--- src/rtl/selevy_ram_arb_pkg.sv ---
// Shared types and defaults for the selevy RAM arbiter.
`default_nettype none

package selevy_ram_arb_pkg;

   localparam int RAM_ADDR_W = 8;
   localparam int RAM_DATA_W = 4;

   typedef enum logic [1:0] {
      ST_IDLE   = 2'd0,
      ST_ACCESS = 2'd1,
      ST_RESP   = 2'd2
   } state_e;

   typedef enum logic {
      PORT_C = 1'b0,
      PORT_L = 1'b1
   } port_e;

endpackage

`default_nettype wire

--- src/rtl/selevy_ram_arb_if.sv ---
// Requester and RAM-side bus of the selevy RAM arbiter.
`default_nettype none

interface selevy_ram_arb_if #(
   parameter int ADDR_W = 8,
   parameter int DATA_W = 4
);
   logic              c_req;
   logic              c_we;
   logic [ADDR_W-1:0] c_addr;
   logic [DATA_W-1:0] c_wdata;
   logic              c_ack;
   logic [DATA_W-1:0] c_rdata;
   logic              l_req;
   logic              l_we;
   logic [ADDR_W-1:0] l_addr;
   logic [DATA_W-1:0] l_wdata;
   logic              l_ack;
   logic [DATA_W-1:0] l_rdata;
   logic              ram_en;
   logic              ram_we;
   logic [ADDR_W-1:0] ram_addr;
   logic [DATA_W-1:0] ram_wdata;
   logic [DATA_W-1:0] ram_rdata;
   logic              busy;

   modport slave (
      input  c_req, c_we, c_addr, c_wdata, l_req, l_we, l_addr, l_wdata, ram_rdata,
      output c_ack, c_rdata, l_ack, l_rdata, ram_en, ram_we, ram_addr, ram_wdata, busy
   );

   modport master (
      output c_req, c_we, c_addr, c_wdata, l_req, l_we, l_addr, l_wdata, ram_rdata,
      input  c_ack, c_rdata, l_ack, l_rdata, ram_en, ram_we, ram_addr, ram_wdata, busy
   );
endinterface

`default_nettype wire

--- src/rtl/selevy_ram_arb_rr_pick.sv ---
// Two-way round-robin pick: a lone requester always wins, a tie goes to the port not granted last.
`default_nettype none

module selevy_rr_pick
   import selevy_ram_arb_pkg::*;
(
   input  logic [1:0] reqs,
   input  port_e      last_grant,
   output port_e      grant,
   output logic       valid
);

   always_comb begin
      valid = |reqs;
      grant = PORT_C;
      if (reqs == 2'b11) begin
         grant = (last_grant == PORT_C) ? PORT_L : PORT_C;
      end else if (reqs[1]) begin
         grant = PORT_L;
      end
   end

endmodule

`default_nettype wire

--- src/rtl/selevy_ram_arb.sv ---
// Round-robin arbiter sharing one synchronous RAM between CPU (C) and loader (L) ports.
// Optional statistics counters are built when SELEVY_ARB_STATS_EN is defined.
`default_nettype none

module selevy_ram_arb
   import selevy_ram_arb_pkg::*;
#(
   parameter int ADDR_W = RAM_ADDR_W,
   parameter int DATA_W = RAM_DATA_W
)
(
   input  logic CLK,
   input  logic reset,
   selevy_ram_arb_if.slave bus
`ifdef SELEVY_ARB_STATS_EN
   ,
   input  logic        stat_clr,
   output logic [15:0] stat_conflict,
   output logic [15:0] stat_grants
`endif
);

   state_e            state_q, state_d;
   port_e             owner_q, owner_d;
   port_e             last_q, last_d;
   logic              op_we_q, op_we_d;
   logic              ram_en_q, ram_en_d;
   logic              ram_we_q, ram_we_d;
   logic [ADDR_W-1:0] ram_addr_q, ram_addr_d;
   logic [DATA_W-1:0] ram_wdata_q, ram_wdata_d;

   logic [1:0] reqs;
   logic       take;
   port_e      pick_grant;
   logic       pick_valid;

   // The current owner's request is masked during RESP so a held req cannot re-win immediately.
   always_comb begin
      reqs = {bus.l_req, bus.c_req};
      if (state_q == ST_RESP) begin
         if (owner_q == PORT_C) reqs[0] = 1'b0;
         else                   reqs[1] = 1'b0;
      end
   end

   selevy_rr_pick u_pick (
      .reqs       (reqs),
      .last_grant (last_q),
      .grant      (pick_grant),
      .valid      (pick_valid)
   );

   always_comb begin
      state_d     = state_q;
      owner_d     = owner_q;
      last_d      = last_q;
      op_we_d     = op_we_q;
      ram_en_d    = 1'b0;
      ram_we_d    = 1'b0;
      ram_addr_d  = '0;
      ram_wdata_d = '0;
      take        = 1'b0;
      case (state_q)
         ST_IDLE:   take = pick_valid;
         ST_ACCESS: state_d = ST_RESP;
         ST_RESP: begin
            state_d = ST_IDLE;
            take    = pick_valid;
         end
         default:   state_d = ST_IDLE;
      endcase
      if (take) begin
         state_d  = ST_ACCESS;
         owner_d  = pick_grant;
         last_d   = pick_grant;
         ram_en_d = 1'b1;
         if (pick_grant == PORT_L) begin
            ram_we_d    = bus.l_we;
            ram_addr_d  = bus.l_addr;
            ram_wdata_d = bus.l_wdata;
         end else begin
            ram_we_d    = bus.c_we;
            ram_addr_d  = bus.c_addr;
            ram_wdata_d = bus.c_wdata;
         end
         op_we_d = ram_we_d;
      end
   end

   always_ff @(posedge CLK or negedge reset) begin
      if (!reset) begin
         state_q     <= ST_IDLE;
         owner_q     <= PORT_C;
         last_q      <= PORT_L;
         op_we_q     <= 1'b0;
         ram_en_q    <= 1'b0;
         ram_we_q    <= 1'b0;
         ram_addr_q  <= '0;
         ram_wdata_q <= '0;
      end else begin
         state_q     <= state_d;
         owner_q     <= owner_d;
         last_q      <= last_d;
         op_we_q     <= op_we_d;
         ram_en_q    <= ram_en_d;
         ram_we_q    <= ram_we_d;
         ram_addr_q  <= ram_addr_d;
         ram_wdata_q <= ram_wdata_d;
      end
   end

   assign bus.ram_en    = ram_en_q;
   assign bus.ram_we    = ram_we_q;
   assign bus.ram_addr  = ram_addr_q;
   assign bus.ram_wdata = ram_wdata_q;
   assign bus.busy      = (state_q != ST_IDLE);
   assign bus.c_ack     = (state_q == ST_RESP) && (owner_q == PORT_C);
   assign bus.l_ack     = (state_q == ST_RESP) && (owner_q == PORT_L);
   assign bus.c_rdata   = (bus.c_ack && !op_we_q) ? bus.ram_rdata : '0;
   assign bus.l_rdata   = (bus.l_ack && !op_we_q) ? bus.ram_rdata : '0;

`ifdef SELEVY_ARB_STATS_EN
   logic [15:0] stat_conflict_q, stat_conflict_d;
   logic [15:0] stat_grants_q, stat_grants_d;

   always_comb begin
      stat_conflict_d = stat_conflict_q;
      stat_grants_d   = stat_grants_q;
      if (stat_clr) begin
         stat_conflict_d = '0;
         stat_grants_d   = '0;
      end else if (take) begin
         if (stat_grants_q != 16'hFFFF) stat_grants_d = stat_grants_q + 16'd1;
         if (reqs == 2'b11 && stat_conflict_q != 16'hFFFF)
            stat_conflict_d = stat_conflict_q + 16'd1;
      end
   end

   always_ff @(posedge CLK or negedge reset) begin
      if (!reset) begin
         stat_conflict_q <= '0;
         stat_grants_q   <= '0;
      end else begin
         stat_conflict_q <= stat_conflict_d;
         stat_grants_q   <= stat_grants_d;
      end
   end

   assign stat_conflict = stat_conflict_q;
   assign stat_grants   = stat_grants_q;
`endif

endmodule

`default_nettype wire

--- src/flat_wrapper.sv ---
// flat-port wrapper written by rule: the top's interface ports become plain ports
module selevy_ram_arb_flat import selevy_ram_arb_pkg::*;
#(
   parameter int ADDR_W = RAM_ADDR_W,
   parameter int DATA_W = RAM_DATA_W
)
  (CLK, reset, bus_c_req, bus_c_we, bus_c_addr, bus_c_wdata, bus_l_req, bus_l_we, bus_l_addr, bus_l_wdata, bus_ram_rdata, bus_c_ack, bus_c_rdata, bus_l_ack, bus_l_rdata, bus_ram_en, bus_ram_we, bus_ram_addr, bus_ram_wdata, bus_busy);
  selevy_ram_arb_if #(.ADDR_W(ADDR_W), .DATA_W(DATA_W)) bus_i ();
  input  logic CLK;
  input  logic reset;
  input wire logic [$bits(bus_i.c_req)-1:0] bus_c_req;
  input wire logic [$bits(bus_i.c_we)-1:0] bus_c_we;
  input wire logic [$bits(bus_i.c_addr)-1:0] bus_c_addr;
  input wire logic [$bits(bus_i.c_wdata)-1:0] bus_c_wdata;
  input wire logic [$bits(bus_i.l_req)-1:0] bus_l_req;
  input wire logic [$bits(bus_i.l_we)-1:0] bus_l_we;
  input wire logic [$bits(bus_i.l_addr)-1:0] bus_l_addr;
  input wire logic [$bits(bus_i.l_wdata)-1:0] bus_l_wdata;
  input wire logic [$bits(bus_i.ram_rdata)-1:0] bus_ram_rdata;
  output wire logic [$bits(bus_i.c_ack)-1:0] bus_c_ack;
  output wire logic [$bits(bus_i.c_rdata)-1:0] bus_c_rdata;
  output wire logic [$bits(bus_i.l_ack)-1:0] bus_l_ack;
  output wire logic [$bits(bus_i.l_rdata)-1:0] bus_l_rdata;
  output wire logic [$bits(bus_i.ram_en)-1:0] bus_ram_en;
  output wire logic [$bits(bus_i.ram_we)-1:0] bus_ram_we;
  output wire logic [$bits(bus_i.ram_addr)-1:0] bus_ram_addr;
  output wire logic [$bits(bus_i.ram_wdata)-1:0] bus_ram_wdata;
  output wire logic [$bits(bus_i.busy)-1:0] bus_busy;
  assign bus_i.c_req = bus_c_req;
  assign bus_i.c_we = bus_c_we;
  assign bus_i.c_addr = bus_c_addr;
  assign bus_i.c_wdata = bus_c_wdata;
  assign bus_i.l_req = bus_l_req;
  assign bus_i.l_we = bus_l_we;
  assign bus_i.l_addr = bus_l_addr;
  assign bus_i.l_wdata = bus_l_wdata;
  assign bus_i.ram_rdata = bus_ram_rdata;
  assign bus_c_ack = bus_i.c_ack;
  assign bus_c_rdata = bus_i.c_rdata;
  assign bus_l_ack = bus_i.l_ack;
  assign bus_l_rdata = bus_i.l_rdata;
  assign bus_ram_en = bus_i.ram_en;
  assign bus_ram_we = bus_i.ram_we;
  assign bus_ram_addr = bus_i.ram_addr;
  assign bus_ram_wdata = bus_i.ram_wdata;
  assign bus_busy = bus_i.busy;
  selevy_ram_arb #(.ADDR_W(ADDR_W), .DATA_W(DATA_W)) u_core (.CLK(CLK), .reset(reset), .bus(bus_i));
endmodule
--- config.mk ---
export PLATFORM = sky130hd
export DESIGN_NAME = selevy_ram_arb_flat
export DESIGN_NICKNAME = d
export VERILOG_FILES = /design/src/rtl/selevy_ram_arb_pkg.sv /design/src/rtl/selevy_ram_arb_if.sv /design/src/rtl/selevy_ram_arb_rr_pick.sv /design/src/rtl/selevy_ram_arb.sv /design/src/flat_wrapper.sv
export SDC_FILE = /design/constraint.sdc
export NUM_CORES = 1
export LEC_CHECK = 0
export ABC_CLOCK_PERIOD_IN_PS = 4200
export CORE_MARGIN = 3
export CORE_UTILIZATION = 38
export DETAILED_ROUTE_END_ITERATION = 10
export GPL_TIMING_DRIVEN = 0
export PLACE_DENSITY = 0.84
export SETUP_SLACK_MARGIN = 0.3
export SYNTH_ARGS = -nofsm -noshare
export SYNTH_HDL_FRONTEND = slang
export SYNTH_SLANG_ARGS = --single-unit
export TNS_END_PERCENT = 100
--- constraint.sdc ---
create_clock -name CLK -period 4.2 [get_ports CLK]
set_clock_uncertainty 0.1 [all_clocks]
set_input_delay 0.42 -clock CLK [delete_from_list [all_inputs] [get_ports CLK]]
set_output_delay 0.42 -clock CLK [all_outputs]
set_load 0.02 [all_outputs]
# Word-level counts from Yosys, hierarchy flattened
# Cells that the tools add are included.
word_totals:
  wordCells: 40
  register_bits: 19
  out_inout_bits: 25
op_classes:
  eq_ne: 4
  reduce_logical: 9
  bitwise_logic: 1
  muxes: 18
ops:
  columns: ["op", "n"]
  rows:
  - ["$mux 4", 4]
  - ["$mux 8", 2]
  - ["$mux 1", 9]
  - ["$eq 2x2->1 const B", 2]
  - ["$logic_and 1x1->1", 4]
  - ["$mux 2", 2]
  - ["$pmux 2 s2", 1]
  - ["$reduce_or 2->1", 2]
  - ["$eq 2x1->1 const B", 1]
  - ["$logic_not 2->1", 1]
  - ["$ne 2x1->1 const B", 1]
  - ["$reduce_bool 2->1", 1]
  - ["$logic_not 1->1", 1]
  - ["$not 1->1", 1]

# Depth between registers and ports, before layout
logic_depth:
  depth_word: 6
  ltp_mapped: 5
  mapped_depth_nobuf: 4

# Cells and area by module
# A second synthesis with hierarchy kept.
unflattened:
  hier_cells: 76
  hier_area_um2: 897.1
by_module_without_submodules:
  columns: ["mod", "cells_per_inst", "area_per_inst_um2", "instances", "seq_area_each_um2"]
  rows:
  - ["selevy_ram_arb", 74, 883.3, 1, 476.7]
  - ["selevy_rr_pick", 2, 13.8, 1, 0.0]

# Least setup slack after synthesis
# Ideal clock, no wire load.
synth_path:
  kind: "register to output"
  start: "register u_core.state_q[0]"
  end: "output bus_l_rdata[0]"
  arrival_ps: 1079
  path_stages_with_launch: 4
  n_path_buf: 0
  path_slack_ps: 2601
  cell_sequence: "dfrtp_1 -> nand2b_4 -> nor3b_1 -> and2_1"
synth_between:
  elab_chain_cells: 4
synth_rtl:
  columns: ["element", "line", "source"]
  rows:
  - ["start: declaration", "selevy_ram_arb.sv:23", "state_e state_q, state_d;"]
  - ["start signal: assignment", "selevy_ram_arb.sv:101", "state_q <= state_d;"]
  - ["$eq 2x2->1", "selevy_ram_arb.sv:118", "assign bus.l_ack = (state_q == ST_RESP) && (owner_q == PORT_L);"]
  - ["$logic_and 1x1->1", "selevy_ram_arb.sv:118", null]
  - ["$logic_and 1x1->1", "selevy_ram_arb.sv:120", "assign bus.l_rdata = (bus.l_ack && !op_we_q) ? bus.ram_rdata : '0;"]
  - ["$mux 4", "selevy_ram_arb.sv:120", null]
  - ["end: declaration", "flat_wrapper.sv:23", "output wire logic [$bits(bus_i.l_rdata)-1:0] bus_l_rdata;"]
# No other way between the ends.

# Worst setup path in the final report
# Ends and elaborated chain as after synthesis.

==> flow_summary.yaml <==
logic_synthesis:
  synth-compound-area-share: 0.130
  synth_top_family_by_area: "simple AND/OR/NAND/NOR gates"
  yosysUniqueCellTypes: 26
  synth_edf_count: 0
  yosys_most_used_dff: "dfrtp_1"
  synth_top_area_frac: 0.498
  ys_async_sr_fraction: 1.00
  synth_area_leaders: "dfrtp_1, nand2_1, a21oi_1"
  synthSimpleGateAreaFrac: 0.248
  syn-instance-count: 92
  synth_xor_area_frac: 0
  yosysSeqAreaShare: 0.527
  synth_area_um2: 905
  synth_mux_area_frac: 0.0360
  yosysWarningCount: 0
  ys_ff_latch: 19
  avgSynthCellArea_um2: 9.83
  synthAdderAreaFrac: 0
  synth_top_cell_by_area: "dfrtp_1"
  synth.net_count: 126
timing:
  rsz0062_at_grt: "false"
  hold_violations: 0
  final.period_utilization: 0.599
  worst_slew_pin_slew_ns: 0.797
  setup-violations-final: 0
  finalMaxSlewViolations: 0
  max_freq_mhz: 397
  maxSlewHeadroom: 0.467
  fin_setup_tns_ns: 0
  post-route-min-period_ns: 2.52
clock_tree:
  cts_hold_buf: 0
  cts_max_level: 1
  cts.clk_slew.worst_paths_ns: 0.09
  numCtsBuffers: 3
  root_buffer: "clkbuf_4"
  clock-sinks: 19
  cts_resized: 0
  cts_tree: "yes"
  clockBufferDepth: 2
  insertion_delay_ns: 0.28
  cts_setup_buffers: 0
global_route:
  antenna_found_initial: 0
  grt_pass1_wl_mm: 3.48
  use_met1: 0.167
  grt_usage: 0.165
  grt_overflow_total: 0
  grt_pass1_vias: 800
  busiest_layer: "met2"
  use_met2: 0.295
  grt_start_max_net_pins: 20
  grtUsageMet3: 0.0708
detailed_routing:
  drtAntennaViolNets: 0
  drcViolationCount: 0
  viasPerCell: 4.67
  first_pass_iters: 2
  dr.first_iter.drc_count: 1
  wl_per_cell_um: 12.3
  drt-total-wl_mm: 2.24
  vias: 850
setup_path:
  crit_chain: "nand2b_4 -> nor3b_1 -> and2_1 -> clkdlybuf4s50_1"
  worst-path-buf-inv: 1
  crit_path_max_fanout: 7
  arrival_ns: 2.00
  crit_type: "reg2out"
  cp_top_family: "simple AND/OR/NAND/NOR gates"
  worst_setup_path_end_kind: "output pin"
  cp_slowest_cell: "clkdlybuf4s50_1"
  start_kind: "flop"
  cp_slowest_stage_delay_ns: 0.60
  cp.required_ns: 3.68
floorplan:
  die_h_um: 54.8
  design.portCount: 59
  die_x_um: 54.8
  start_util: 0.405
  fp-row-count: 17
  core_mm2: 0.00223
  die-area_mm2: 0.00300
cells_and_area:
  nets: 189
  final_common_cell: "clkdlybuf4s50_1"
  final_area_mm2: 0.00155
  drive_above_1_share: 0.0909
  syn_to_final_growth_pct: 71.0
  layout_common_cells: "clkdlybuf4s50_1, nand2_1, dfrtp_1, a21oi_1, and2_1"
  num_antenna_cells: 0
power:
  ir_worst_vdd_v: 0.000294
  leakagePower_nw: 0.676
  cellPowerDensity_mw_per_mm2: 522
outcome:
  status: "completed"
placement:
  port_buffers: 58
  hpwl_mm: 1.87
  place_area_mm2: 0.00152
  gp_congestion: 0.698
worst_hold_path:
  worstHoldPathType: "reg2reg"
run:
  drv_cap: 0
[state kept, by name (all words and copies together) (netlist names)]
name / flops
u_core.bus.ram_en: 1
u_core.state_q: 2
u_core.bus.ram_wdata: 4
u_core.bus.ram_addr: 8
u_core.owner_q: 1
u_core.last_q: 1
u_core.bus.ram_we: 1
u_core.op_we_q: 1
[through the flow]
step | hold slack, ns | cells | power [mW] | util | setup slack, ns
global placement | 0.440 | 178 | 0.715 | 0.681 | 2.03
finish | 0.459 | 182 | 0.808 | 0.692 | 1.68
CTS | 0.459 | 182 | 0.821 | 0.692 | 1.67
global route | 0.489 | 182 | 0.869 | 0.692 | 1.48
floorplan | 0.0244 | 92 | 0.529 | - | 2.60
detailed placement | 0.444 | 178 | 0.732 | 0.681 | 2.01
[layout make-up]
type                            count  area, um2
Timing Repair Buffer               58        581
Inverter                            5       32.5
Tap cell                           28       35.0
Fill cell                         176        687
Sequential cell                    19        477
Buffer                              3       21.3
Clock buffer                        4       26.3
Multi-Input combinational cell     65        374
[routing by layer]
metal  vias to the layer above  wire (um)
li1                        427          -
met1                       372        803
met2                        49       1060
met3                         2        364
met4                         0         14
met5                         -          0
[path summary, 6_finish.rpt]
check / start / to / slack, ns / cells after the start
hold / removal: u_core.op_we_q / u_core.op_we_q / 0.46 / 2
setup reg to reg: u_core.owner_q / u_core.bus.ram_wdata[1] / 2.53 / 5
setup / recovery: u_core.state_q[0] / bus_l_rdata[0] / 1.68 / 4
min in group asynchronous: reset / u_core.bus.ram_wdata[0] / 0.49 / 1
max in group asynchronous: reset / u_core.op_we_q / 3.01 / 1
hold reg to reg: u_core.op_we_q / u_core.op_we_q / 0.46 / 2
[worst reg2reg max path, stage by stage, from the launching register on]
cell and delay [ns]:
dfrtp_1 0.47, and3b_4 0.25, a311oi_4 0.40, buf_6 0.20, nand2_1 0.06, a21oi_1 0.13
[power breakdown]
part | internal [mW] | total [mW] | switching (mW) | leakage (nW)
logic | 0.211 | 0.427 | 0.217 | 0.417
registers | 0.252 | 0.295 | 0.0431 | 0.244
clock network | 0.0368 | 0.0859 | 0.0491 | 0.0150
[logic make-up (layout without fill, tap and decap cells)]
group	after synthesis	in the layout
AO/OA/AOI/OAI	17	17
buffers and inverters	8	70
flip-flops	19	19
multiplexers	3	3
AND/OR/NAND/NOR	45	45
[cells in the mapped netlist, types with 2 or more instances]
library cell and n:
nand2_1 26, dfrtp_1 18, a21oi_1 12, and2_1 8, buf_2 2, inv_1 2
inv_2 2, mux2_1 2, nor2_1 2, nor2b_1 2
Power figures use the tool's default switching activity.
